===== config.mk =====
export PLATFORM = sky130hd
export DESIGN_NAME = qrng_arbiter
export DESIGN_NICKNAME = d
export VERILOG_FILES = /design/src/rtl/qrng_pkg.sv /design/src/rtl/qrng_lfsr8_core.sv /design/src/rtl/qrng_arbiter.sv
export SDC_FILE = /design/constraint.sdc
export NUM_CORES = 1
export LEC_CHECK = 0
export ABC_AREA = 0
export CAP_MARGIN = 20
export CORE_MARGIN = 2
export CORE_UTILIZATION = 50
export CTS_CLUSTER_SIZE = 12
export DETAILED_ROUTE_END_ITERATION = 8
export GPL_ROUTABILITY_DRIVEN = 0
export PLACE_DENSITY = 0.82
export SYNTH_ARGS = -nofsm -noshare
export SYNTH_HDL_FRONTEND = slang
export SYNTH_SLANG_ARGS = --single-unit

===== constraint.sdc =====
create_clock -name clk -period 3.2 [get_ports clk]
set_clock_uncertainty 0.1 [all_clocks]
set_input_delay 0.32 -clock clk [delete_from_list [all_inputs] [get_ports clk]]
set_output_delay 0.32 -clock clk [all_outputs]
set_load 0.005 [all_outputs]

===== src/rtl/qrng_pkg.sv =====
// qrng_pkg: shared types and constants for the shared LFSR random source.
//   LFSR_W       - LFSR width (8)
//   TAP_MASK     - feedback taps for x^8+x^6+x^5+x^4+1 (bits 7,5,4,3)
//   DEFAULT_SEED - reset seed and zero-seed substitute
//   state_e      - arbiter sequencing states (ST_FAULT used only with QRNG_HEALTH_EN)
package qrng_pkg;

  localparam int unsigned LFSR_W = 8;
  localparam logic [LFSR_W-1:0] TAP_MASK     = 8'hB8;
  localparam logic [LFSR_W-1:0] DEFAULT_SEED = 8'hA5;

  typedef enum logic [1:0] {
    ST_WARMUP = 2'd0,
    ST_SERVE  = 2'd1,
    ST_FAULT  = 2'd2
  } state_e;

  // One LFSR advance: shift left, feedback is parity of the tapped bits.
  function automatic logic [LFSR_W-1:0] lfsr_step(input logic [LFSR_W-1:0] v);
    return {v[LFSR_W-2:0], ^(v & TAP_MASK)};
  endfunction

endpackage


===== src/rtl/qrng_lfsr8_core.sv =====
// qrng_lfsr8_core: 8-bit maximal-length LFSR with load and step controls.
//   clk, rst_n - clock, async active-low reset (value <= SEED)
//   load       - reload value from load_val (has priority over step)
//   load_val   - value to load
//   step       - advance one LFSR step
//   value      - current LFSR state
module qrng_lfsr8_core
  import qrng_pkg::*;
#(
  parameter logic [LFSR_W-1:0] SEED = DEFAULT_SEED
) (
  input  logic              clk,
  input  logic              rst_n,
  input  logic              load,
  input  logic [LFSR_W-1:0] load_val,
  input  logic              step,
  output logic [LFSR_W-1:0] value
);

  // LFSR state register
  always_ff @(posedge clk or negedge rst_n) begin
    if (!rst_n) begin
      value <= SEED;
    end else if (load) begin
      value <= load_val;
    end else if (step) begin
      value <= lfsr_step(value);
    end
  end

endmodule


===== src/rtl/qrng_arbiter.sv =====
// qrng_arbiter: shares one 8-bit LFSR among NUM_REQ requesters, round-robin,
// one grant per cycle, each grant carrying the current (pre-advance) LFSR value.
//   clk, rst_n        - clock, async active-low reset
//   seed_load/seed_val- reseed pulse and value (priority over everything else)
//   req               - level requests, held until granted
//   gnt               - registered one-hot grant pulse
//   rnd_out/rnd_valid - random value for the grantee; valid exactly with gnt
//   busy              - source not in SERVE
//   stuck_err         - sticky health fault
// Optional feature: define QRNG_HEALTH_EN to reject zero seeds and enter FAULT;
// without it a zero seed is replaced by SEED and stuck_err is tied low.
module qrng_arbiter
  import qrng_pkg::*;
#(
  parameter int unsigned       NUM_REQ       = 4,
  parameter int unsigned       WARMUP_CYCLES = 16,
  parameter logic [LFSR_W-1:0] SEED          = DEFAULT_SEED
) (
  input  logic               clk,
  input  logic               rst_n,
  input  logic               seed_load,
  input  logic [LFSR_W-1:0]  seed_val,
  input  logic [NUM_REQ-1:0] req,
  output logic [NUM_REQ-1:0] gnt,
  output logic [LFSR_W-1:0]  rnd_out,
  output logic               rnd_valid,
  output logic               busy,
  output logic               stuck_err
);

  localparam int unsigned PTR_W    = (NUM_REQ > 1) ? $clog2(NUM_REQ) : 1;
  localparam int unsigned CNT_W    = (WARMUP_CYCLES > 1) ? $clog2(WARMUP_CYCLES) : 1;
  localparam int unsigned CNT_LAST = (WARMUP_CYCLES > 0) ? WARMUP_CYCLES - 1 : 0;
  localparam bit          WARMUP_EN = (WARMUP_CYCLES > 0);
`ifdef QRNG_HEALTH_EN
  localparam bit          HEALTH_EN = 1'b1;
`else
  localparam bit          HEALTH_EN = 1'b0;
`endif

  state_e             state;
  logic [CNT_W-1:0]   cnt;
  logic [PTR_W-1:0]   ptr;
  logic [LFSR_W-1:0]  lfsr;
  logic               lfsr_load;
  logic [LFSR_W-1:0]  lfsr_load_val;
  logic               lfsr_adv;
  logic               seed_reject;
  logic               lfsr_zero;
  logic [NUM_REQ-1:0] elig;
  logic               pick_found;
  logic [PTR_W-1:0]   pick_idx;
  int unsigned        scan_idx;

  qrng_lfsr8_core #(.SEED(SEED)) u_lfsr (
    .clk      (clk),
    .rst_n    (rst_n),
    .load     (lfsr_load),
    .load_val (lfsr_load_val),
    .step     (lfsr_adv),
    .value    (lfsr)
  );

  // LFSR control: seed load wins; otherwise advance in WARMUP and healthy SERVE.
  always_comb begin
    seed_reject   = HEALTH_EN && (seed_val == '0);
    lfsr_zero     = HEALTH_EN && (lfsr == '0);
    lfsr_load     = seed_load && !seed_reject;
    lfsr_load_val = (seed_val == '0) ? SEED : seed_val;
    lfsr_adv      = !seed_load &&
                    (((state == ST_WARMUP) && WARMUP_EN) ||
                     ((state == ST_SERVE) && !lfsr_zero));
  end

  // Round-robin pick: first eligible index after ptr, wrapping; last grantee masked.
  always_comb begin
    elig       = req & ~gnt;
    pick_found = 1'b0;
    pick_idx   = '0;
    scan_idx   = 0;
    for (int unsigned k = 1; k <= NUM_REQ; k++) begin
      scan_idx = (32'(ptr) + k) % NUM_REQ;
      if (!pick_found && elig[PTR_W'(scan_idx)]) begin
        pick_found = 1'b1;
        pick_idx   = PTR_W'(scan_idx);
      end
    end
  end

  // Sequencing FSM, warm-up counter, pointer and registered outputs.
  always_ff @(posedge clk or negedge rst_n) begin
    if (!rst_n) begin
      state     <= ST_WARMUP;
      cnt       <= '0;
      ptr       <= PTR_W'(NUM_REQ - 1);
      gnt       <= '0;
      rnd_out   <= '0;
      rnd_valid <= 1'b0;
      busy      <= 1'b1;
    end else begin
      gnt       <= '0;
      rnd_valid <= 1'b0;
      if (seed_load) begin
        cnt <= '0;
        if (seed_reject) begin
          state <= ST_FAULT;
          busy  <= 1'b1;
        end else if (WARMUP_EN) begin
          state <= ST_WARMUP;
          busy  <= 1'b1;
        end else begin
          state <= ST_SERVE;
          busy  <= 1'b0;
        end
      end else begin
        case (state)
          ST_WARMUP: begin
            if (!WARMUP_EN || (cnt == CNT_W'(CNT_LAST))) begin
              state <= ST_SERVE;
              busy  <= 1'b0;
            end else begin
              cnt <= cnt + CNT_W'(1);
            end
          end
          ST_SERVE: begin
            if (lfsr_zero) begin
              state <= ST_FAULT;
              busy  <= 1'b1;
            end else if (pick_found) begin
              gnt       <= NUM_REQ'(1) << pick_idx;
              rnd_out   <= lfsr;
              rnd_valid <= 1'b1;
              ptr       <= pick_idx;
            end
          end
          default: begin
            // FAULT: frozen until a non-zero seed load
          end
        endcase
      end
    end
  end

`ifdef QRNG_HEALTH_EN
  // Sticky health fault, cleared only by reset.
  always_ff @(posedge clk or negedge rst_n) begin
    if (!rst_n) begin
      stuck_err <= 1'b0;
    end else if ((seed_load && seed_reject) ||
                 (!seed_load && (state == ST_SERVE) && lfsr_zero)) begin
      stuck_err <= 1'b1;
    end
  end
`else
  assign stuck_err = 1'b0;
`endif

endmodule

==> results.py <==
metrics = {
    "placed_design": {
        "hpwl_mm": 1.979,
        "placedCellCount": 179,
        "placed_area_um2": 1632,
        "io_buffers": 28,
        "pre_cts_ws_ps": 966.6,
    },
    "timing": {
        "period_share": 0.5910,
        "setup_viol": 0,
        "hold_viol": 0,
        "slew_headroom": 0.6655,
        "tightest_slew_ps": 499.4,
        "setup_tns_ps": 0,
        "fin_crit_ps": 1891,
        "max_freq_mhz": 528.7,
        "layout_setup_ws_ps": 1309,
        "rsz0062_at_grt": "no",
        "drv_slew": 0,
    },
    "logic_synthesis": {
        "synth_compound_area_frac": 0.1089,
        "yosysSeqAreaShare": 0.5512,
        "synth-xor-area-share": 0.03944,
        "synth-adder-area-share": 0.01690,
        "yosys_warnings": 0,
        "syn_nets": 140,
        "synth_top_family_by_area": "simple AND/OR/NAND/NOR gates",
        "syn_inst": 124,
        "synth-async-reset-ratio": 1.000,
        "synth-seq-cells": 29,
        "avgSynthCellArea_um2": 10.75,
        "synth.distinct_cells": 40,
        "muxShareOfSynthArea": 0.04131,
        "synthSimpleGateAreaFrac": 0.2085,
        "synth_ff_type": "dfrtp_1",
        "synth-edff-count": 0,
        "netlist_area_um2": 1333,
    },
    "route": {
        "route.vias.total": 1017,
        "post_drt_wl_per_cell_um": 14.22,
        "dr.pass1.iters": 4,
        "drtAntennaViolNets": 0,
        "first_iter_violations": 27,
        "post-route-drc-count": 0,
        "viasPerCell": 5.439,
        "drt_wl_total_mm": 2.660,
    },
    "grt": {
        "overflow": 0,
        "first_global_vias": 1044,
        "grt_max_degree": 30,
        "grt_pass1_wl_mm": 4.712,
        "track_usage": 0.1995,
        "antenna_found_initial": 0,
    },
    "cells_and_area": {
        "fillers": 196,
        "stdcell_area_um2": 1702,
        "n_antenna_cell": 0,
        "nets": 172,
        "utilization": 0.6807,
        "stdcell_count": 187,
        "drive_above_1_share": 0.1592,
        "area_growth_syn_to_layout_pct": 27.70,
    },
    "clocking": {
        "cts_max_level": 2,
        "post_cts_buffers": 0,
        "cts_hold_buf": 0,
        "clk_pin_slew_ps": 90,
        "clock_latency_ps": 330,
        "cts-buffers-inserted": 5,
        "ctsLongestPathBuffers": 2,
        "post_cts_resized": 0,
        "cts_root_buf": "clkbuf_4",
        "cts_tree": "yes",
        "numClockSinks": 29,
    },
    "floorplanning": {
        "core_um2": 2500,
        "row_count": 18,
        "start_util": 0.5330,
        "die-area_um2": 3094,
        "boundaryPins": 30,
        "die_w_um": 55.63,
        "die_y_um": 55.63,
    },
    "worst_setup_path": {
        "path_class": "primary input to flip-flop",
        "arrival_ps": 2000,
        "slowest_delay_ps": 450,
        "cp_num_buf_inv": 3,
        "endpoint_kind": "flip-flop",
        "cp.required_ps": 3310,
        "cp_max_fo": 16,
        "worstPathCellList": "clkdlybuf4s50_1, buf_4, nand2b_4, a41o_1, clkinv_1, o31ai_1, nor2_1",
        "path_delay_family": "buffers and inverters",
        "crit_path_start_kind": "primary input",
        "slowest_stage": "clkdlybuf4s50_1",
    },
    "min_path": {
        "min_path_type": "primary input to async pin",
    },
    "run": {
        "drv_cap": 0,
    },
    "power_and_ir_drop": {
        "ir_drop_v": 0.0004807,
        "p_per_area_nw_per_um2": 471.7,
        "p_leak_nw": 0.7770,
    },
    "outcome": {
        "status": "finished clean",
    },
}
==> final timing paths <==
kind	slack, ps	to	cells past startpoint	start
setup / recovery	1310	gnt[1]	7	seed_load
hold / removal	250	cnt[2]	2	rst_n
setup reg to reg	1390	gnt[1]	5	gnt[2]
hold reg to reg	390	busy	2	busy
max in group asynchronous	2440	ptr[1]	2	rst_n
min in group clk	390	busy	2	busy
==> per-stage QoR <==
stage / hold slack [ps] / total power, mW
after CTS: 256.7 / 0.8104
after global placement: 366.5 / 0.5504
final: 248.9 / 0.8027
after detailed placement: 371.9 / 0.5574
after floorplan: -75.59 / 0.4927
after global routing: 259.0 / 0.8465
==> worst register-to-register path, cell delays in order (launching register included) <==
cell and delay, ps:
dfrtp_1 340, nand2b_1 240, a41o_1 430, clkinv_1 330, o31ai_1 170, nor2_1 70
==> registers in the layout, indices dropped and copies added, names as in the netlist <==
signal        flops
busy              1
rnd_out           8
state             1
u_lfsr.value      8
cnt               4
ptr               2
rnd_valid         1
gnt               4
==> placed cells by master, fill, tap and decap left out, drive strengths merged, types with 3 or more instances in the layout <==
master / n
a21oi: 3
dfstp: 7
xor2: 3
o22a: 5
or4: 3
nand2b: 6
nand2: 28
dfrtp: 22
clkbuf: 7
nor2: 10
clkdlybuf4s50: 28
xnor2: 3
mux2: 4
==> synth_stat cells, types with 2 or more instances <==
master     number  area [um2]
or4_1           2       15.01
mux2_2          4       45.04
clkbuf_1        2       7.510
o22a_1          5       43.79
nor2_1         10       37.54
xor2_1          3       26.28
xnor2_1         3       26.28
a2bb2oi_1       2       17.52
nand2_1        28       105.1
dfrtp_1        22       550.5
a21oi_1         3       15.01
dfstp_2         7       183.9
buf_4           2       15.01
nand2b_1        4       25.02
nand2b_4        2       27.53
==> routing by layer <==
layer	GRT usage	up-vias	wire length, um
met2	0.3146	31	1299
met1	0.2446	490	1138
li1	-	489	-
met3	0.07674	7	163
met5	0	-	0
met4	0.08362	0	60
==> where the power goes <==
part	leakage (nW)	total [mW]	switching (mW)	internal (mW)
logic	0.373	0.124	0.0535	0.0710
registers	0.363	0.426	0.0245	0.402
clock network	0.0413	0.252	0.125	0.127
==> logic make-up after synthesis <==
| logic type | count (synthesis) |
|---|---|
| and+or+nand+nor | 55 |
| DFF | 29 |
| AOI/OAI and AO/OA | 19 |
| buffers and inverters | 7 |
| xor gates and xnor gates | 6 |
| muxes | 5 |
| adders and majority gates | 2 |
| other | 1 |
==> final cells by class <==
type,count,area (um2),area share
clock buffers,7,65.06,0.03824
inverters,2,7.507,0.004412
multi-input cells,88,556.8,0.3272
well taps,30,37.54,0.02206
clock inverters,1,5.005,0.002941
repair buffers,30,295.3,0.1735
flip-flops and latches,29,734.5,0.4316
Note: power is estimated with default switching activity, not from simulation.
